File: src/rtl/tt_eval_seq.sv
// tt_eval_seq: reloadable N_IN-input truth-table evaluator.
// Output only updates after the input has been stable for HOLD cycles.
module tt_eval_seq #(
  parameter int                     N_IN     = 3,
  parameter int                     HOLD     = 4,
  parameter logic [(1<<N_IN)-1:0]   RESET_TT = 8'hFC
) (
  input  logic            clk,
  input  logic            rst,
  input  logic [N_IN-1:0] in,
  input  logic            load_start,
  input  logic            cfg_valid,
  output logic            cfg_ready,
  input  logic            cfg_bit,
  output logic            busy,
  output logic            out,
  output logic            out_valid
);

  localparam int              ROWS = 1 << N_IN;
  localparam int              CW   = $clog2(HOLD) + 1;
  localparam logic [N_IN-1:0] LAST = N_IN'(ROWS - 1);
  localparam logic [CW-1:0]   SAT  = CW'(HOLD - 1);

  typedef enum logic {
    IDLE,
    LOAD
  } state_e;

  state_e          state_q, state_d;
  logic [ROWS-1:0] tt_q, tt_d;
  logic [ROWS-1:0] shadow_q, shadow_d;
  logic [N_IN-1:0] count_q, count_d;
  logic [N_IN-1:0] in_q;
  logic [CW-1:0]   cnt_q;
  logic            out_q;
  logic            out_valid_q;
  logic            accept;
  logic            commit;

  // Load sequencing: shift table bits into the shadow, commit on the last row.
  always_comb begin
    state_d  = state_q;
    tt_d     = tt_q;
    shadow_d = shadow_q;
    count_d  = count_q;
    accept   = (state_q == LOAD) && cfg_valid;
    commit   = accept && (count_q == LAST);
    unique case (state_q)
      IDLE: begin
        if (load_start) begin
          state_d  = LOAD;
          count_d  = '0;
          shadow_d = '0;
        end
      end
      LOAD: begin
        if (commit) begin
          shadow_d[count_q] = cfg_bit;
          tt_d              = shadow_d;
          state_d           = IDLE;
        end else if (load_start) begin
          count_d  = '0;
          shadow_d = '0;
        end else if (accept) begin
          shadow_d[count_q] = cfg_bit;
          count_d           = count_q + 1'b1;
        end
      end
    endcase
  end

  // Load state, active table, shadow table and bit counter.
  always_ff @(posedge clk or posedge rst) begin
    if (rst) begin
      state_q  <= IDLE;
      tt_q     <= RESET_TT;
      shadow_q <= '0;
      count_q  <= '0;
    end else begin
      state_q  <= state_d;
      tt_q     <= tt_d;
      shadow_q <= shadow_d;
      count_q  <= count_d;
    end
  end

  // Settling filter: a change or a table commit restarts the stability count.
  always_ff @(posedge clk or posedge rst) begin
    if (rst) begin
      in_q        <= '0;
      cnt_q       <= '0;
      out_q       <= 1'b0;
      out_valid_q <= 1'b0;
    end else begin
      in_q <= in;
      if (commit || (in != in_q)) begin
        cnt_q       <= '0;
        out_valid_q <= 1'b0;
      end else if (cnt_q < SAT) begin
        cnt_q <= cnt_q + 1'b1;
      end else begin
        out_q       <= tt_q[in_q];
        out_valid_q <= 1'b1;
      end
    end
  end

  assign cfg_ready = (state_q == LOAD);
  assign busy      = (state_q == LOAD);
  assign out       = out_q;
  assign out_valid = out_valid_q;

endmodule
File: config.mk
export PLATFORM = sky130hd
export DESIGN_NAME = tt_eval_seq
export DESIGN_NICKNAME = d
export VERILOG_FILES = /design/src/rtl/tt_eval_seq.sv
export SDC_FILE = /design/constraint.sdc
export NUM_CORES = 1
export LEC_CHECK = 0
export ABC_AREA = 0
export ABC_CLOCK_PERIOD_IN_PS = 3900
export CAP_MARGIN = 15
export CORE_UTILIZATION = 35
export DETAILED_ROUTE_END_ITERATION = 16
export DONT_BUFFER_PORTS = 1
export MAX_ROUTING_LAYER = met4
export PLACE_DENSITY = 0.59
export SYNTH_ARGS = -nofsm -noshare
export SYNTH_HDL_FRONTEND = slang
export SYNTH_SLANG_ARGS = --single-unit
File: constraint.sdc
create_clock -name clk -period 3.9 [get_ports clk]
set_clock_uncertainty 0.15 [all_clocks]
set_input_delay 0.39 -clock clk [delete_from_list [all_inputs] [get_ports clk]]
set_output_delay 0.39 -clock clk [all_outputs]
set_load 0.02 [all_outputs]
==> impl_metrics.ini, run 1 <==
[run_status]
status = finished, final reports clean

[timing]
fin_crit_sh = 0.548
fmax_ghz = 0.468
fin_tns_setup_ps = 0
maxSlewViolCount = 0
worst_pin_slew_ps = 614
rsz0062_at_grt = no
finalSetupViolCount = 0
maxSlewHeadroom = 0.591
hold_viol = 0
fin_crit_ps = 2140

[die]
die_x_um = 67.5
initial_core_util = 0.370
rows = 23
ios = 12
die-area_um2 = 4550
die_h_um = 67.5
core_area_um2 = 4060

[grt]
grt_usage = 0.145
grt_max_degree = 29
grt_pass1_vias = 974
gr-total-overflow = 0
antenna_found_initial = 0
grt_pass1_wl_um = 4670

[worst_setup_path]
crit_type = flop to flop
startpoint_type = flop
cp_slowest_stage_delay_ps = 580
worst_ep_arrival_time_ps = 2150
rr_startpoint = count_q[0]
worst_path_max_delay_cell = dfrtp_1
path_cells = ha_1 > ha_1 > nand3_2 > nand4_1 > o21ai_0 > o31ai_1
reg2reg_depth = 6
worstPathRequired_ps = 3910
crit_top_cell = ha_1
cp_max_fo = 12
crit_family = flip-flops
crit_buf_inv = 0
cp-end-kind = flop
ff2ff_setup_slack_ps = 1760
r2r-end = out

[run]
max_cap_violations = 0

[synthesis]
synth-adder-area-share = 0.0250
synth-edff-count = 0
synth_xor_area_frac = 0.0175
yosysWarnings = 0
avgSynthCellArea_um2 = 11.5
synth_top_family_by_area = simple AND/OR/NAND/NOR gates
synthFlopType = dfrtp_1
synth_compound_area_frac = 0.0801
synth-async-reset-ratio = 1.00
synth-simple-area-share = 0.192
synth_seq_cells = 28
syn_nets = 141
muxShareOfSynthArea = 0.170
yosysSeqAreaShare = 0.472
synthCells = 130
synth_cell_types = 32
netlist_area_um2 = 1500

[power_and_ir_drop]
p_leak_nw = 0.829
irDropWorstVdd_mv = 0.158
power_density_nw_per_um2 = 330

[final_layout]
final.fill_count = 389
utilization = 0.401
num_antenna_cells = 0
area_delta_synth_final_pct = 8.51
drive_above_1_share = 0.197
fin_nets = 144
fin_cells = 182

[route]
antenna_left = 0
met1_length_um = 1300
dr_wl_met3_um = 133
via_per_inst = 5.23
first_pass_iters = 2
wl_um = 2730
drc = 0
num_vias = 951
topRoutingLayerUsed = met4
drt_iter0_markers = 41
wl_per_cell_um = 15.0
dr_wl_met2_um = 1260

[hold_path]
min_to = shadow_q[2]
holdPathStages = 1
hold_path_class = input pin to flop
hp-start = load_start

[clock_tree]
ctsHtreeMaxLevel = 1
clk_pin_slew_ps = 90
post_cts_buffers = 0
clock_latency_ps = 280
cts_max_path_buffers = 2
root_buffer = clkbuf_8
numCtsBuffers = 3
numClockSinks = 28
cts_tree = done

[place]
port_buffers = 0
post-place-cells = 173
place_congestion = 0.841
dp_hpwl_um = 1870
cells by family after synthesis:
group / count (synthesis)
AOI/OAI and AO/OA: 21
xor gates and xnor gates: 3
adders and majority gates: 3
buffers and inverters: 9
DFF: 28
muxes: 19
and+or+nand+nor: 47
per-stage QoR:
stage / area (um2) / hold WS (ps) / power [W] / setup WS, ps
2_1_floorplan: 1500 / 271 / 0.000352 / 2220
3_3_place_gp: 1510 / 272 / 0.000352 / 1840
3_5_place_dp: 1510 / 272 / 0.000354 / 1780
4_1_cts: 1590 / 36.1 / 0.000538 / 1780
5_1_grt: 1630 / 19.7 / 0.000565 / 1540
6_report: 1630 / 39.4 / 0.000537 / 1760
flip-flops by register name, indices dropped and copies added (netlist names):
| name | flops |
|---|---|
| out | 1 |
| out_valid | 1 |
| count_q | 3 |
| busy | 1 |
| in_q | 3 |
| tt_q | 8 |
| shadow_q | 8 |
| cnt_q | 3 |
area by class of cell:
type / instances / area, um2 / area share
well taps: 50 / 62.6 / 0.0384
multi-input cells: 93 / 727 / 0.447
flip-flops and latches: 28 / 708 / 0.435
inverters: 2 / 7.51 / 0.00461
clock buffers: 4 / 55.1 / 0.0338
repair buffers: 5 / 67.6 / 0.0415
worst max path at each step:
stage | start | to | slack [ps] | depth (start not counted)
final | count_q[0] | out | 1760 | 6
after global routing | count_q[0] | out | 1540 | 6
after CTS | count_q[0] | out | 1780 | 6
after detailed placement | count_q[0] | out | 1780 | 6
after global placement | count_q[0] | out | 1840 | 6
after floorplan | count_q[0] | out | 2220 | 6
metal layers:
layer,global-route usage,vias up
met4,0.0399,0
li1,-,463
met5,-,-
met1,0.189,463
met3,0.0490,4
met2,0.214,21
synth_stat cells (all sizes together), types with 2 or more instances:
cell,count,area (um2)
nand2,26,97.6
dfrtp,22,551
o21ai,12,60.1
mux2i,9,90.1
mux2,8,113
buf,6,53.8
dfstp,6,158
a21oi,5,25.0
nor2,5,18.8
nand3b,4,67.6
ha,3,37.5
nor3b,3,37.5
xnor2,3,26.3
a32o,2,20.0
inv,2,7.51
mux4,2,52.6
nand3,2,20.0
nor3,2,15.0
where the power goes:
group          internal (W)  leakage (nW)  switching, W
registers          0.000297         0.354     0.0000135
clock network     0.0000906        0.0288     0.0000920
logic             0.0000243         0.447     0.0000199
total              0.000412         0.829      0.000125
timing repair:
item | CTS | global route
endpoints found under the setup margin | 0 | 0
resized for setup | 0 | 0
hold endpoints to repair | 3 | 7
hold buffers | 3 | 1
cells in the final DEF (no fill, tap or decap), types with 4 or more instances in the layout:
| master | count |
|---|---|
| a21oi_1 | 5 |
| clkbuf_8 | 4 |
| dfrtp_1 | 22 |
| dfstp_2 | 6 |
| dlygate4sd3_1 | 4 |
| mux2_4 | 6 |
| mux2i_1 | 9 |
| nand2_1 | 26 |
| nor2_1 | 5 |
| o21ai_1 | 10 |
Power figures use the tool's default switching activity.
==> inputs of run 2 (changes only) <==
- ABC_CLOCK_PERIOD_IN_PS: 3900 -> 2000
- clock period: 3.9 -> 2 ns (I/O delays scaled with it)
==> run 2 against run 1 <==
- die area stayed put
- worst setup slack worse by 1500 ps
- combinational power is 140% higher
- via count is 2.0% higher
- critical path depth is 2 lower
- largest cell class unchanged
- non-clock buffer count is 8 higher
- worst hold slack worse by 12 ps
- sequential share of layout area is 1.6 points lower
- count of clock-buffer cells in the layout is 1 lower
- sequential power is 91% higher
- utilization is 1.5 points higher
==> impl_metrics.ini, run 2 (synthesis gave the netlist of run 1 again) <==
[die]
die-area_um2 = 4550
rows = 23
core_area_um2 = 4060
ios = 12
initial_core_util = 0.370
die_x_um = 67.5
die_h_um = 67.5

[route]
via_per_inst = 5.11
dr_wl_met2_um = 1310
num_vias = 970
drc = 0
met1_length_um = 1360
antenna_left = 0
dr_wl_met3_um = 101
wl_um = 2790
first_pass_iters = 4
topRoutingLayerUsed = met4
wl_per_cell_um = 14.7
drt_iter0_markers = 28

[place]
dp_hpwl_um = 1940
port_buffers = 0
place_congestion = 0.729
dpl-instance-area_um2 = 1560

[power_and_ir_drop]
p_sw_frac = 0.216
power_frac_seq = 0.516
power_frac_clock = 0.389
power_density_nw_per_um2 = 679
power_switching_w = 0.000247
p_leak_nw = 0.866
irDropWorstVdd_mv = 0.345
internal_power_w = 0.000899
p_comb_frac = 0.094

[worst_setup_path]
worst_path_max_delay_cell = dfrtp_1
worstPathRequired_ps = 2050
crit_type = flop to flop
startpoint_type = flop
cp_max_fo = 9
cp_slowest_stage_delay_ps = 510
path_cells = ha_1 > and3_1 > nand2_1 > o21ai_1
cp-end-kind = flop
worst_ep_arrival_time_ps = 1770
reg2reg_depth = 4

[hold_path]
holdPathStages = 3
hold_path_class = input pin to flop

[clock_tree]
root_buffer = clkbuf_8
cts_hold_buf = 6
numClockSinks = 28
clock_latency_ps = 280
cts_max_path_buffers = 2
numCtsBuffers = 3
post_cts_buffers = 0
ctsHtreeMaxLevel = 1
clk_pin_slew_ps = 100
cts_tree = done
cts_resized = 0

[grt]
grt_max_degree = 29
gr-total-overflow = 0
grt_usage = 0.150
grt_pass1_wl_um = 4910
antenna_found_initial = 0
grt_pass1_vias = 1019

[final_layout]
area_delta_synth_final_pct = 12.6
fin_nets = 152
seq_area_um2 = 708
mostFrequentLayoutCells = 26 x nand2_1, 22 x dfrtp_1, 10 x o21ai_1
final.fill_count = 388
fin_area_um2 = 1690
drive_above_1_share = 0.229
utilization = 0.416
num_antenna_cells = 0
multi_input_area_um2 = 727
top_regs = shadow_q (8), tt_q (8)
final_common_cell = nand2_1

[timing]
maxSlewViolCount = 0
fin_crit_ps = 1720
fmax_ghz = 0.581
worst_pin_slew_ps = 383
hold_viol = 0
finalSetupViolCount = 0
maxSlewHeadroom = 0.744
rsz0062_at_grt = no
whs_ps = 27.8
fin_tns_setup_ps = 0
fin_crit_sh = 0.860

[run]
max_cap_violations = 0

[run_status]
status = finished, final reports clean
[run 2: changes by cell type in the layout (fill, tap and decap cells not counted)]
cell	change
buf_16	-1
buf_4	+7
bufinv_16	+1
clkbuf_8	-1
dlygate4sd3_1	+2
[run 2: cell type report]
type / count / area share
Tap cell: 50 / 0.0370
Timing Repair Buffer: 13 / 0.0667
Clock inverter: 1 / 0.0178
Inverter: 2 / 0.00444
Sequential cell: 28 / 0.419
Multi-Input combinational cell: 93 / 0.430
Clock buffer: 3 / 0.0244
[run 2: path summary, 6_finish.rpt]
kind,end,slack (ps),start
worst max-delay path,shadow_q[3],280,count_q[2]
worst min-delay path,count_q[0],30,load_start
worst max register to register,shadow_q[3],280,count_q[2]
worst min register to register,tt_q[3],310,tt_q[3]
max in group asynchronous,tt_q[3],1110,rst
min in group asynchronous,shadow_q[7],270,rst
[run 2: power groups by stage]
| stage | clock (W) | sequential [W] | combinational (W) |
|---|---|---|---|
| after floorplan | 0 | 0.000600 | 0.0000855 |
| after global placement | 0 | 0.000601 | 0.0000945 |
| after detailed placement | 0 | 0.000602 | 0.0000976 |
| after CTS | 0.000457 | 0.000592 | 0.000110 |
| after global routing | 0.000482 | 0.000594 | 0.000122 |
| final | 0.000446 | 0.000592 | 0.000108 |
[run 2: stage by stage]
stage / power (W) / worst slack, ps / std cells
after floorplan: 0.000685 / 325 / 130
after global placement: 0.000696 / 358 / 180
after detailed placement: 0.000699 / 308 / 180
after CTS: 0.00116 / 277 / 190
after global routing: 0.00120 / 161 / 190
final: 0.00115 / 279 / 190
[run 2: layer usage]
metal / global-route usage / vias up
met3: 0.0405 / 2
li1: - / 475
met5: - / -
met4: 0.0239 / 0
met1: 0.197 / 474
met2: 0.234 / 19
[run 2: worst max-delay path: cells and delay by family (launching register included)]
kind	cells	cell delay, ps
adders and majority gates	1	290
DFF	1	510
and+or+nand+nor	2	580
AOI/OAI and AO/OA	1	110
